<file path="src/rtl/pipe_stall_ctrl_if.sv">
// rtl/pipe_stall_ctrl_if.sv - stall request / stall control bundle between pipeline stages and the sequencer
interface pipe_stall_ctrl_if;
  logic       id_stallreq;
  logic       ex_div_start;
  logic       mem_req;
  logic       mem_ack;
  logic       flush_req;
  logic [5:0] stall;
  logic       flush;
  logic       div_busy;
  logic       div_done;
  logic       bus_err;

  modport slave (
    input  id_stallreq, ex_div_start, mem_req, mem_ack, flush_req,
    output stall, flush, div_busy, div_done, bus_err
  );

  modport master (
    output id_stallreq, ex_div_start, mem_req, mem_ack, flush_req,
    input  stall, flush, div_busy, div_done, bus_err
  );
endinterface

</file>
<file path="src/rtl/pipe_stall_ctrl.sv">
// rtl/pipe_stall_ctrl.sv - central stall/flush sequencer with divide-latency and bus-timeout counters
module pipe_stall_ctrl #(
  parameter int DIV_CYCLES  = 32,
  parameter int BUS_TIMEOUT = 255
) (
  input  logic             clk,
  input  logic             rst,
  pipe_stall_ctrl_if.slave bus
);

  localparam int DW = (DIV_CYCLES > 2) ? $clog2(DIV_CYCLES) : 1;

  typedef enum logic [1:0] {IDLE, DIV_BUSY, MEM_WAIT} state_t;

  state_t        state, state_nxt;
  logic [DW-1:0] div_cnt, div_cnt_nxt;
  logic [7:0]    tmo_cnt, tmo_cnt_nxt;
  logic          flush_q, bus_err_q, bus_err_nxt;
  logic          div_start, div_active, mem_wait, timeout;

  always_ff @(posedge clk or posedge rst) begin
    if (rst) begin
      state     <= IDLE;
      div_cnt   <= '0;
      tmo_cnt   <= '0;
      flush_q   <= 1'b0;
      bus_err_q <= 1'b0;
    end else begin
      state     <= state_nxt;
      div_cnt   <= div_cnt_nxt;
      tmo_cnt   <= tmo_cnt_nxt;
      flush_q   <= bus.flush_req;
      bus_err_q <= bus_err_nxt;
    end
  end

  always_comb begin
    state_nxt    = state;
    div_cnt_nxt  = div_cnt;
    tmo_cnt_nxt  = '0;
    bus_err_nxt  = 1'b0;
    bus.stall    = 6'b000000;
    bus.div_busy = (div_cnt != '0);
    bus.div_done = (div_cnt == DW'(1)) && !bus.flush_req;

    // A divide is accepted only when the counter is idle; re-issues mid-sequence are dropped.
    timeout    = (state == MEM_WAIT) && (tmo_cnt == 8'(BUS_TIMEOUT));
    div_start  = bus.ex_div_start && (div_cnt == '0);
    div_active = div_start || (div_cnt > DW'(1));
    mem_wait   = bus.mem_req && !bus.mem_ack && !timeout;

    if (bus.flush_req)     bus.stall = 6'b000000;
    else if (mem_wait)     bus.stall = 6'b011111;
    else if (div_active)   bus.stall = 6'b001111;
    else if (bus.id_stallreq) bus.stall = 6'b000111;

    if (div_start)            div_cnt_nxt = DW'(DIV_CYCLES - 1);
    else if (div_cnt != '0)   div_cnt_nxt = div_cnt - DW'(1);

    if (mem_wait) tmo_cnt_nxt = tmo_cnt + 8'd1;
    bus_err_nxt = timeout && bus.mem_req && !bus.mem_ack;

    if (bus.flush_req) begin
      div_cnt_nxt = '0;
      tmo_cnt_nxt = '0;
      bus_err_nxt = 1'b0;
      state_nxt   = IDLE;
    end else if (mem_wait) begin
      state_nxt = MEM_WAIT;
    end else if (div_cnt_nxt != '0) begin
      state_nxt = DIV_BUSY;
    end else begin
      state_nxt = IDLE;
    end
  end

  assign bus.flush   = flush_q;
  assign bus.bus_err = bus_err_q;

endmodule

</file>
<file path="src/flat_wrapper.sv">
// flat-port wrapper written by rule: the top's interface ports become plain ports
module pipe_stall_ctrl_flat 
#(
  parameter int DIV_CYCLES  = 32,
  parameter int BUS_TIMEOUT = 255
)
  (clk, rst, bus_id_stallreq, bus_ex_div_start, bus_mem_req, bus_mem_ack, bus_flush_req, bus_stall, bus_flush, bus_div_busy, bus_div_done, bus_bus_err);
  pipe_stall_ctrl_if bus_i ();
  input  logic clk;
  input  logic rst;
  input wire logic [$bits(bus_i.id_stallreq)-1:0] bus_id_stallreq;
  input wire logic [$bits(bus_i.ex_div_start)-1:0] bus_ex_div_start;
  input wire logic [$bits(bus_i.mem_req)-1:0] bus_mem_req;
  input wire logic [$bits(bus_i.mem_ack)-1:0] bus_mem_ack;
  input wire logic [$bits(bus_i.flush_req)-1:0] bus_flush_req;
  output wire logic [$bits(bus_i.stall)-1:0] bus_stall;
  output wire logic [$bits(bus_i.flush)-1:0] bus_flush;
  output wire logic [$bits(bus_i.div_busy)-1:0] bus_div_busy;
  output wire logic [$bits(bus_i.div_done)-1:0] bus_div_done;
  output wire logic [$bits(bus_i.bus_err)-1:0] bus_bus_err;
  assign bus_i.id_stallreq = bus_id_stallreq;
  assign bus_i.ex_div_start = bus_ex_div_start;
  assign bus_i.mem_req = bus_mem_req;
  assign bus_i.mem_ack = bus_mem_ack;
  assign bus_i.flush_req = bus_flush_req;
  assign bus_stall = bus_i.stall;
  assign bus_flush = bus_i.flush;
  assign bus_div_busy = bus_i.div_busy;
  assign bus_div_done = bus_i.div_done;
  assign bus_bus_err = bus_i.bus_err;
  pipe_stall_ctrl #(.DIV_CYCLES(DIV_CYCLES), .BUS_TIMEOUT(BUS_TIMEOUT)) u_core (.clk(clk), .rst(rst), .bus(bus_i));
endmodule
</file>
<file path="config.mk">
export PLATFORM = sky130hd
export DESIGN_NAME = pipe_stall_ctrl_flat
export DESIGN_NICKNAME = d
export VERILOG_FILES = /design/src/rtl/pipe_stall_ctrl_if.sv /design/src/rtl/pipe_stall_ctrl.sv /design/src/flat_wrapper.sv
export SDC_FILE = /design/constraint.sdc
export NUM_CORES = 1
export LEC_CHECK = 0
export CAP_MARGIN = 20
export CORE_AREA = 2 2 61 48
export DETAILED_ROUTE_END_ITERATION = 6
export DIE_AREA = 0 0 63 50
export PLACE_DENSITY_LB_ADDON = 0.05
export SLEW_MARGIN = 20
export SYNTH_ARGS = -nofsm -noshare
export SYNTH_HDL_FRONTEND = slang
export SYNTH_SLANG_ARGS = --single-unit
</file>
<file path="constraint.sdc">
create_clock -name clk -period 3.2 [get_ports clk]
set_clock_uncertainty 0.1 [all_clocks]
set_input_delay 0.64 -clock clk [delete_from_list [all_inputs] [get_ports clk]]
set_output_delay 0.64 -clock clk [all_outputs]
set_load 0.02 [all_outputs]
</file>
# == Word-level counts from Yosys, hierarchy flattened ==
# Index checks and enable logic that the tools add are counted.
# totals
ff_bits,17
input_bits,7
out_inout_bits,10
elab_cells,38
# classes
addsub,2
order_cmp,1
n_eq_ne,3
mux,13
reduce_logical,14
# op_table
operator,n
6-bit 2-to-1 mux,3
8-bit 2-to-1 mux,2
5-bit 2-to-1 mux,3
5-bit nonzero test,2
8-bit by 1-bit adder with 8-bit output (second input constant),1
8-bit == test (second input constant),1
1-bit logical AND,7
5-bit by 1-bit == test with 1-bit output (second input constant),1
5-bit by 1-bit greater-than comparator with 1-bit output (second input constant),1
5-bit zero test,1
5-bit by 1-bit subtractor with 5-bit output (second input constant),1
2-bit 2-to-1 mux,2
1-bit zero test,3
3-bit 2-to-1 mux,1
2-bit == test (second input constant),1
1-bit 2-to-1 mux,2
1-bit logical OR,1

# == Depth between registers and ports, before layout ==
# Gate-level depths: netlist of run 1.
# logic_depth
ltp_word,7
mapped_depth,7
mapped_depth_nobuf,6

# == Least setup slack after synthesis of run 1 ==
# Ideal clock, no wire load.
# synth_path
path_kind,register -> output
startpoint,reg u_core.tmo_cnt[0]
endpoint,out bus_stall[1]
arrival_ns,1.833
required_ns,2.460
slack_ns,0.627
stages_incl_launch_ff,7
path_buffers,1
path_cell_list,dfrtp_1 ha_1 and4_1 a31oi_1 a211oi_1 a21oi_1 buf_4
# synth_via
elab_chain_len,6
# synth_rtl
element,line,source
from (decl),pipe_stall_ctrl.sv:17,"logic [7:0] tmo_cnt, tmo_cnt_nxt;"
from (signal assigned),pipe_stall_ctrl.sv:31,tmo_cnt <= tmo_cnt_nxt;
8-bit == test,pipe_stall_ctrl.sv:47,timeout = (state == MEM_WAIT) && (tmo_cnt == 8'(BUS_TIMEOUT));
1-bit logical AND,pipe_stall_ctrl.sv:47,
1-bit zero test,pipe_stall_ctrl.sv:50,mem_wait = bus.mem_req && !bus.mem_ack && !timeout;
1-bit logical AND,pipe_stall_ctrl.sv:50,
6-bit 2-to-1 mux,pipe_stall_ctrl.sv:53,else if (mem_wait) bus.stall = 6'b011111;
6-bit 2-to-1 mux,pipe_stall_ctrl.sv:52,if (bus.flush_req) bus.stall = 6'b000000;
to (decl),flat_wrapper.sv:16,output wire logic [$bits(bus_i.stall)-1:0] bus_stall;
# Every way passes these cells.

# == Worst setup path in the final report of run 1 ==
# layout_path
startpoint,in bus_mem_ack
endpoint,out bus_stall[4]
# layout_via
elab_chain_len,5
# layout_rtl
element,line,source
from (decl),flat_wrapper.sv:14,input wire logic [$bits(bus_i.mem_ack)-1:0] bus_mem_ack;
1-bit zero test,pipe_stall_ctrl.sv:50,
1-bit logical AND (2 in a row),pipe_stall_ctrl.sv:50,
6-bit 2-to-1 mux,pipe_stall_ctrl.sv:53,
6-bit 2-to-1 mux,pipe_stall_ctrl.sv:52,
# Every way passes these cells.

==> impl_metrics.csv, run 1 <==
group,metric,value,unit
finish,antenna_cells,0,
clocking,cts.sinks,17,
setup_path,path_max_fanout,3,
grt,grt_use_met1,17.1,%
clocking,worstSkewPairLatency,0.29,ns
grt,gr-usage-met3,5.71,%
synth,syn_area,932,um^2
sta,fin_setup_tns,0,ns
synth,syn_avg_cell_area,10.0,um^2
clocking,cts_buffers,3,
synth,ys_ff_latch,17,
detailed_routing,drtIter0Drc,38,
finish,final_cells,146,
placed_design,post-dp-hpwl,1280,um
setup_path,critPathRequiredTime,2.46,ns
finish,nFillCells,267,
clocking,cts_hold_repair.buffers,0,
grt,busiest_layer,"met1",
floorplan,dieWidth,63,um
worst_hold_path,min_to,"u_core.tmo_cnt[0]$_DFF_PP0_",
finish,fin_nets,122,
setup_path,reg2reg_to,"u_core.state[0]$_DFF_PP0_",
clocking,ctsLongestPathBuffers,2,
setup_path,crit_path_end_kind,"output pin",
worst_hold_path,holdCritStartpoint,"u_core.tmo_cnt[0]$_DFF_PP0_",
setup_path,crit_path_max_incr_delay,0.60,ns
setup_path,r2r_slack,1.01,ns
clocking,cts_tree,"done",
flow_run,drv_cap,0,
clocking,clk_pin_slew_worst_paths,0.09,ns
status,status,"completed",
power,ir_worst_vdd,0.273,mV
setup_path,crit_family,"buffers and inverters",
floorplan,dieArea,0.00315,mm^2
grt,track_usage,12.0,%
synth,synth_seq_area_share,45.6,%
sta,slew_viol_final,0,
detailed_routing,routed_wl,1730,um
clocking,cts_max_level,1,
synth,syn_inst,93,
grt,grt_pass1_wl,2970,um
clocking,cts-root-buf,"clkbuf_4",
setup_path,ff2ff_path_depth,6,
floorplan,die_height,50,um
clocking,cts_post_setup_buffers_inserted,0,
setup_path,r2r-start,"u_core.div_cnt[0]$_DFF_PP0_",
synth,yosysWarnings,0,
detailed_routing,wl_per_cell,11.8,um
finish,drive_above_1_share,12.7,%
detailed_routing,drt_first_pass_iters,4,
finish,register_area,425,um^2
sta,fin_crit_sh,96.1,%
placed_design,dp.cells,142,
worst_hold_path,hold_path.class,"flip-flop to flip-flop",
sta,setup_viol_count_final,0,
finish,multi_input_area,432,um^2
grt,antenna_found_initial,0,
floorplan,ioPinCount,17,
floorplan,start_util,36.7,%
sta,hold_viol_final,0,
detailed_routing,vias,699,
setup_path,cpMaxStageDelayCell,"clkdlybuf4s50_1",
clocking,ctsResizeCount,1,
sta,rsz0062_at_grt,"no",
grt,use_met2,16.8,%
sta,relSlewSlack,57.9,%
synth,ys_types,33,
setup_path,crit_buf_inv,3,
setup_path,critical_path_class,"primary input to output pin",
power,cellPowerDensity,636,mW/mm^2
placed_design,port_buffers,15,
synth,syn-num-nets,104,
grt,grt_pass1_vias,658,
sta,post-route-min-period,3.08,ns
placed_design,routabilityCongestion,0.776,
sta,worst_slew_pin_slew,0.631,ns
sta,timing.fmax,0.325,GHz
detailed_routing,antenna_left,0,
floorplan,row_count,16,
setup_path,cp-start-kind,"primary input",
grt,overflow,0,
setup_path,path_cells,"clkdlybuf4s50_1 -> nand2b_1 -> or2_2 -> nand2b_1 -> inv_1 -> clkdlybuf4s50_1",
power,power.leakage,0.533,nW
finish,syn2layout_area_growth,23.0,%
floorplan,core-area,0.00254,mm^2
detailed_routing,via_per_inst,4.79,
grt,grt_max_degree,18,
worst_hold_path,min_path_cells,1,
detailed_routing,route.detailed.drc,0,
setup_path,crit_arrival,2.34,ns
==> metal layers <==
layer  part of all wire, %  wire length, um
met3                   7.3              127
met2                    41              716
met5                     0                0
met1                    51              884
met4                     0                0
==> worst max-delay path by stage <==
stage,startpoint,to,slack (ns),depth (start not counted)
final,bus_mem_ack,bus_stall[4],0.12,6
after CTS,u_core.tmo_cnt[0]$_DFF_PP0_,bus_stall[1],0.006,6
after floorplan,u_core.tmo_cnt[0]$_DFF_PP0_,bus_stall[1],0.63,6
after detailed placement,bus_mem_ack,bus_stall[0],0.05,6
after global placement,bus_mem_ack,bus_stall[4],0.12,6
after global routing,bus_mem_ack,bus_stall[4],0.04,6
==> through the flow <==
step / power [mW] / setup slack (ns) / hold slack [ns] / cell area, um^2 / utilization (%)
6_report: 0.729 / 0.125 / 0.404 / 1150 / 45.1
5_1_grt: 0.782 / 0.0446 / 0.423 / 1150 / 45.1
4_1_cts: 0.733 / 0.00613 / 0.395 / 1140 / 44.9
3_5_place_dp: 0.616 / 0.0518 / 0.382 / 1120 / 43.9
3_3_place_gp: 0.624 / 0.123 / 0.369 / 1120 / 43.9
2_1_floorplan: 0.536 / 0.627 / 0.348 / 932 / -
==> cell type report <==
cell class,instances,area share (%)
inverters,7,2.29
flip-flops and latches,17,37.1
multi-input cells,62,37.7
repair buffers,20,16.7
well taps,36,3.93
clock buffers,4,2.29
==> cell usage in the layout (no fill, tap or decap) <==
cell             Yosys  final
nand4_1              1      1
o21ai_0              1      1
and4_1               1      1
buf_4                4      5
mux2i_1              1      1
and3b_1              1      1
clkbuf_4             0      3
a21oi_1              3      3
nand3_1              4      4
or2_2                1      1
a211oi_1             4      4
nand4_2              1      1
or4b_1               1      1
a21o_2               1      1
dlygate4sd2_1        0      1
mux2_2               1      1
clkbuf_1             2      1
clkdlybuf4s50_1      0     12
nand2_1              2      2
xnor2_1              3      3
conb_1               1      1
nor2_1              14     14
ha_1                 4      4
and4b_1              1      1
o41ai_2              1      1
and2_1               1      1
a311oi_2             1      1
nand2b_1             2      2
a31oi_1              1      1
and3_1               1      1
a22oi_1              1      1
nor3_1               3      3
inv_1                7      7
dlymetal6s2s_1       0      2
xor2_1               5      5
dfrtp_1             17     17
==> cells by family (layout without fill, tap and decap cells) <==
kind of cell | Yosys count | after routing | synth area share (%)
and+or+nand+nor | 34 | 34 | 19.6
DFF | 17 | 17 | 45.6
buffers and inverters | 14 | 31 | 8.05
AOI/OAI and AO/OA | 13 | 13 | 11.1
xor gates and xnor gates | 8 | 8 | 7.52
adders and majority gates | 4 | 4 | 5.37
muxes | 2 | 2 | 2.28
other | 1 | 1 | 0.402
==> flip-flops by register name (all words and copies together) (netlist names) <==
name	count
u_core.tmo_cnt	8
u_core.div_cnt	5
u_core.state	2
u_core.bus.bus_err	1
u_core.bus.flush	1
==> synthesized netlist by cell type (all sizes together) <==
library cell | number | area (um^2)
o41ai | 1 | 16.3
and2 | 1 | 6.26
nand2 | 2 | 7.51
buf | 5 | 41.3
nor2 | 14 | 52.6
a211oi | 4 | 30.0
ha | 4 | 50.1
a22oi | 1 | 7.51
or4b | 1 | 10.0
xnor2 | 3 | 26.3
dfrtp | 17 | 425
and4 | 1 | 8.76
a311oi | 1 | 15.0
clkbuf | 2 | 7.51
nand4 | 2 | 18.8
or2 | 1 | 6.26
nand3 | 4 | 20.0
nand2b | 2 | 12.5
mux2i | 1 | 10.0
conb | 1 | 3.75
and3b | 1 | 8.76
a21oi | 3 | 15.0
a31oi | 1 | 6.26
and4b | 1 | 10.0
inv | 7 | 26.3
and3 | 1 | 6.26
xor2 | 5 | 43.8
a21o | 1 | 8.76
nor3 | 3 | 15.0
mux2 | 1 | 11.3
o21ai | 1 | 5.00
==> where the power goes <==
group | switching, mW | leakage (nW) | internal [mW]
Clock | 0.0663 | 0.0150 | 0.0485
Combinational | 0.176 | 0.291 | 0.154
Sequential | 0.0394 | 0.227 | 0.245
Total | 0.282 | 0.533 | 0.447
No activity file was read; power rests on OpenSTA's default activity.
==> run 2: changes to the inputs <==
--- a/config.mk
+++ b/config.mk
@@ -5,7 +5,6 @@
 export SDC_FILE = /design/constraint.sdc
 export NUM_CORES = 1
 export LEC_CHECK = 0
-export CAP_MARGIN = 20
 export CORE_AREA = 2 2 61 48
 export DETAILED_ROUTE_END_ITERATION = 6
 export DIE_AREA = 0 0 63 50
==> results of run 2 <==
Same layout as run 1: the final DEF is identical, and so are final timing and power.
==> run 3: changes to the inputs <==
--- a/config.mk
+++ b/config.mk
@@ -6,6 +6,7 @@
 export NUM_CORES = 1
 export LEC_CHECK = 0
 export CORE_AREA = 2 2 61 48
+export CTS_CLUSTER_SIZE = 24
 export DETAILED_ROUTE_END_ITERATION = 6
 export DIE_AREA = 0 0 63 50
 export PLACE_DENSITY_LB_ADDON = 0.05
==> results of run 3 <==
Same layout as run 1: the final DEF is identical, and so are final timing and power.
